**src/rtl/dmem_port_arbiter.sv**
```systemverilog
// Two-requester arbiter for the single-port data memory: core has priority,
// debug gets a bounded-wait guarantee and optional locked bursts.
module dmem_port_arbiter #(
  parameter int unsigned DATA_W   = 32,
  parameter int unsigned ADDR_W   = 9,
  parameter int unsigned MAX_WAIT = 4,
  parameter int unsigned LOCK_MAX = 8
) (
  input  logic              clk,
  input  logic              reset,
  input  logic              core_req,
  input  logic              core_we,
  input  logic [ADDR_W-1:0] core_addr,
  input  logic [DATA_W-1:0] core_wdata,
  output logic              core_stall,
  output logic              core_rvalid,
  output logic [DATA_W-1:0] core_rdata,
  input  logic              dbg_req,
  input  logic              dbg_we,
  input  logic              dbg_lock,
  input  logic [ADDR_W-1:0] dbg_addr,
  input  logic [DATA_W-1:0] dbg_wdata,
  output logic              dbg_gnt,
  output logic              dbg_rvalid,
  output logic [DATA_W-1:0] dbg_rdata,
  output logic              mem_wr,
  output logic              mem_rd,
  output logic [ADDR_W-1:0] mem_addr,
  output logic [DATA_W-1:0] mem_wr_data,
  input  logic [DATA_W-1:0] mem_rd_data
);

  localparam int unsigned WAIT_W = $clog2(MAX_WAIT + 1);
  localparam int unsigned LOCK_W = $clog2(LOCK_MAX + 1);

  typedef enum logic [1:0] {ARB, DBG_FORCE, DBG_LOCK} state_t;
  typedef enum logic [1:0] {OWN_NONE, OWN_CORE, OWN_DBG} owner_t;

  state_t              state, state_n;
  owner_t              rsp_owner, owner_n;
  logic [WAIT_W-1:0]   wait_cnt, wait_n;
  logic [LOCK_W-1:0]   lock_cnt, lock_n;
  logic                core_gnt;
  logic                dbg_gnt_c;
  logic [DATA_W-1:0]   core_rdata_q, dbg_rdata_q;

  always_ff @(posedge clk or posedge reset) begin
    if (reset) begin
      state        <= ARB;
      wait_cnt     <= '0;
      lock_cnt     <= '0;
      rsp_owner    <= OWN_NONE;
      core_rdata_q <= '0;
      dbg_rdata_q  <= '0;
    end else begin
      state     <= state_n;
      wait_cnt  <= wait_n;
      lock_cnt  <= lock_n;
      rsp_owner <= owner_n;
      if (rsp_owner == OWN_CORE) core_rdata_q <= mem_rd_data;
      if (rsp_owner == OWN_DBG)  dbg_rdata_q  <= mem_rd_data;
    end
  end

  always_comb begin
    state_n   = state;
    wait_n    = '0;
    lock_n    = '0;
    core_gnt  = 1'b0;
    dbg_gnt_c = 1'b0;
    case (state)
      ARB: begin
        if (core_req)     core_gnt  = 1'b1;
        else if (dbg_req) dbg_gnt_c = 1'b1;
        if (dbg_req && !dbg_gnt_c) begin
          wait_n = (wait_cnt == WAIT_W'(MAX_WAIT)) ? wait_cnt : wait_cnt + 1'b1;
          if (wait_n == WAIT_W'(MAX_WAIT)) state_n = DBG_FORCE;
        end
        if (dbg_gnt_c && dbg_lock) begin
          state_n = DBG_LOCK;
          lock_n  = LOCK_W'(1);
        end
      end
      DBG_FORCE: begin
        state_n = ARB;
        if (dbg_req) begin
          dbg_gnt_c = 1'b1;
          if (dbg_lock) begin
            state_n = DBG_LOCK;
            lock_n  = LOCK_W'(1);
          end
        end
      end
      DBG_LOCK: begin
        // Any exit lands in ARB, where core priority grants it next cycle.
        state_n = ARB;
        if (dbg_req && dbg_lock) begin
          dbg_gnt_c = 1'b1;
          lock_n    = lock_cnt + 1'b1;
          if (lock_n != LOCK_W'(LOCK_MAX)) state_n = DBG_LOCK;
        end
      end
      default: state_n = ARB;
    endcase
    if (reset) begin
      core_gnt  = 1'b0;
      dbg_gnt_c = 1'b0;
    end
  end

  always_comb begin
    mem_wr      = 1'b0;
    mem_rd      = 1'b0;
    mem_addr    = '0;
    mem_wr_data = '0;
    owner_n     = OWN_NONE;
    if (core_gnt) begin
      mem_wr      = core_we;
      mem_rd      = ~core_we;
      mem_addr    = core_addr;
      mem_wr_data = core_wdata;
      if (!core_we) owner_n = OWN_CORE;
    end else if (dbg_gnt_c) begin
      mem_wr      = dbg_we;
      mem_rd      = ~dbg_we;
      mem_addr    = dbg_addr;
      mem_wr_data = dbg_wdata;
      if (!dbg_we) owner_n = OWN_DBG;
    end
  end

  assign core_stall  = core_req & ~core_gnt;
  assign dbg_gnt     = dbg_gnt_c;
  assign core_rvalid = (rsp_owner == OWN_CORE);
  assign dbg_rvalid  = (rsp_owner == OWN_DBG);
  assign core_rdata  = core_rvalid ? mem_rd_data : core_rdata_q;
  assign dbg_rdata   = dbg_rvalid  ? mem_rd_data : dbg_rdata_q;

endmodule

```
**config.mk**
```make
export PLATFORM = sky130hd
export DESIGN_NAME = dmem_port_arbiter
export DESIGN_NICKNAME = d
export VERILOG_FILES = /design/src/rtl/dmem_port_arbiter.sv
export SDC_FILE = /design/constraint.sdc
export NUM_CORES = 1
export LEC_CHECK = 0
export BUFFER_PORTS_ARGS = -buffer_cell sky130_fd_sc_hd__buf_2
export CAP_MARGIN = 20
export CORE_MARGIN = 5
export CORE_UTILIZATION = 46
export DETAILED_ROUTE_END_ITERATION = 8
export GPL_ROUTABILITY_DRIVEN = 1
export GPL_TIMING_DRIVEN = 0
export PLACE_DENSITY_LB_ADDON = 0.05
export REMOVE_ABC_BUFFERS = 1
export SYNTH_ARGS = -nofsm -noshare
export SYNTH_HDL_FRONTEND = slang
export SYNTH_SLANG_ARGS = --single-unit
```
**constraint.sdc**
```tcl
create_clock -name clk -period 6.7 [get_ports clk]
set_input_delay 1.005 -clock clk [delete_from_list [all_inputs] [get_ports clk]]
set_output_delay 1.005 -clock clk [all_outputs]
set_load 0.1 [all_outputs]
```
==> impl_results.md <==
- Worst Setup SP: core_req
- Endpoints failing setup: 0
- Setup TNS Final: 0 ps
- Die Area: just under 10000 um2
- Diode count: 0
- Slew headroom: 0.3063
- Fin Clk Skew: between 3 and 4 ps
- PortBufs: 231
- Num CTS Buffers: 9
- Post-synth EDFFs: 0
- Max Cap Viol: 0
- #FFs+latches synth: 75
- Count of different cell masters after synthesis: 34
- Clk Latency, worst-skew pair: about 340 ps
- Final WL: 11.25 mm
- Warnings from Yosys: 0
- Initial antenna violation count: 0
- Final nets: 600
- Number of global-route vias before repair: ~3300
- DP HPWL: roughly 9.0 mm
- Area Growth Syn to Fin: 39.30%
- R2R Path End: core_rdata_q[14]
- Mapped Cells: 253
- CP arrival: 2930 ps
- Least-Margin Pin Slew: a little over 1000 ps
- Power, Total: 2.219 mW
- R2R Setup Slk: 5080 ps
- Fin. Hold Viols: 0
- ANT nets after route: 0
- Crit end category: output port
- Dpl ws: between 2000 and 3000 ps
- Critical Path RT: ~5700 ps
- Layout cell share with drive strength beyond 1: 0.6902
- Critical Path Source Type: primary input
- Overflow after GRT: 0
- Total GRT Usage: 0.2341
- Maximum vdd drop: approximately 0.19 mV
- Core Area: about 7600 um2
- Die W: between 90 and 100 um
- Post-route cell area: 4994 um2
- Drt drc: 0
- IO Count: about 230
- Vias per cell: about 5.3
- Post-place instance area: 4782 um2
- Outcome: finished clean
- Initial core utilization: 0.4688
- Leak: ~2.5 nW
- CTS tree: built
- Worst hold slack: a little under 500 ps
- Most common flop cell mapped by yosys: dfrtp_1
- Tcrit/Tclk final: 0.5867
- Sink Count: 75
- Critical path class: primary input to output port
- Post-synth ARST share: 1.000
- Top-count cell post-synth: dfrtp_1
- Setup crit end: mem_wr_data[22]
- CTS resizes: 0
- R2R depth: 2
- Worst Hold Class: flop to flop
- Largest net degree at the start of global routing: 75
- Critical Path Fanout Max: 43
- Vias: ~3000
- Fillers: roughly 600
- Initial DRC count: 100
- Drt pass-1 iters: 6
- RSZ-0062 raised after global routing: no
- Placer's final routability congestion estimate: a little under 0.9
- Clk slew on worst S/H paths: roughly 80 ps
- Postcts setup bufs: 0
- CTS max path bufs: 2
- Commonest cells post-synth: dfrtp_1 (75), mux2_2 (64), a32o_1 (37)
- Final slew viol count: 0
- Post-synthesis sequential area ratio: 0.5236
- Synth area leaders: dfrtp_1 (52%), mux2_2 (20%), a32o_1 (10%), buf_6 (3.5%), a32o_2 (1.6%)
- Hold buffer count at CTS: 0
- Fin crit period: 3931 ps
- Avg WL per Cell: between 15 and 20 um
- PwrDens: 444.3 nW/um2
- Synth top area share: 0.5236
- Cells on Worst Hold Path: 1
- First-pass GRT wire length: 17.44 mm
- Final WS setup: about 2800 ps
- Most area-hungry cell type in the Yosys netlist: dfrtp_1
- Num rows: 32
- Synth Cell Area: about 3600 um2
- Root buf cell: clkbuf_8
- Die height: around 100 um
- Syn_area_per_cell: approximately 14 um2
- Min-delay src: core_rdata_q[5]
- RR Startpoint: rsp_owner[0]
- H-Tree Level Count: 3
- Peak Freq: about 0.25 GHz
-- worst max-delay path, cell delays in order --
cell	delay, ps
buf_2	140
nor2b_4	150
o21ai_4	790
a32o_1	360
buf_2	470
-- how the worst min path moves through the flow --
| stage | end |
|---|---|
| after floorplan | lock_cnt[3] |
| after global placement | core_rdata_q[30] |
| after detailed placement | core_rdata_q[5] |
| after CTS | core_rdata_q[5] |
| after global routing | core_rdata_q[18] |
| final | core_rdata_q[5] |
-- sequential cells by signal, indices dropped and copies added (netlist names) --
register and cells:
dbg_rdata_q 32, rsp_owner 2, wait_cnt 3, core_rdata_q 32
state 2, lock_cnt 4
-- cell type report --
| class | count | area, um2 | area share |
|---|---|---|---|
| Clock buffer | 11 | 151.4 | 0.03032 |
| Clock inverter | 5 | 60.06 | 0.01203 |
| Inverter | 6 | 25.02 | 0.005011 |
| Multi-Input combinational cell | 150 | 1514 | 0.3032 |
| Sequential cell | 75 | 1877 | 0.3758 |
| Tap cell | 102 | 127.6 | 0.02556 |
| Timing Repair Buffer | 234 | 1239 | 0.2481 |
-- stage by stage --
step / utilization / instances
finish: 0.6530 / 583
global route: 0.6530 / 583
CTS: 0.6530 / 583
global placement: 0.6119 / 564
detailed placement: 0.6253 / 567
floorplan: - / 231
-- cells by family after synthesis --
logic type / synth area share
compound gates: 0.1403
xor+xnor: 0.007331
fa+ha+maj: 0.01047
buf+inv: 0.05899
flops: 0.5236
mux: 0.2010
simple gates: 0.05829
-- metal layers --
layer  global-route usage  routed length (um)  part of all wire  up-vias
met5                    0                   0                 0        -
met4               0.1113                 484             0.043        0
met3              0.07929                1052             0.093       25
met2               0.3885                5463              0.49      167
met1               0.2727                4253              0.38     1479
li1                     -                   -                 -     1414
-- power by group --
group          total, mW  internal [mW]  switching [mW]  leakage, nW
clock network      0.359          0.194           0.166        0.106
logic               1.28          0.207            1.07         1.53
registers          0.580          0.553          0.0263        0.909
total               2.22          0.954            1.26         2.55
-- cells in the final DEF, fill, tap and decap left out, drive strengths merged --
cell and n:
a2111oi 1, a21bo 1, a21oi 1, a32o 42, and2 1, and2b 1, buf 234, bufinv 1
clkbuf 11, clkinv 2, clkinvlp 1, dfrtp 75, ha 3, inv 7, mux2 64, nand2 2
nand2b 3, nand3 1, nand3b 4, nand4b 2, nor2 7, nor2b 4, nor3 2, nor3b 1
nor4 1, o21a 1, o21ai 4, o21bai 1, xnor2 2, xor2 1
No activity file was read; power rests on OpenSTA's default activity.
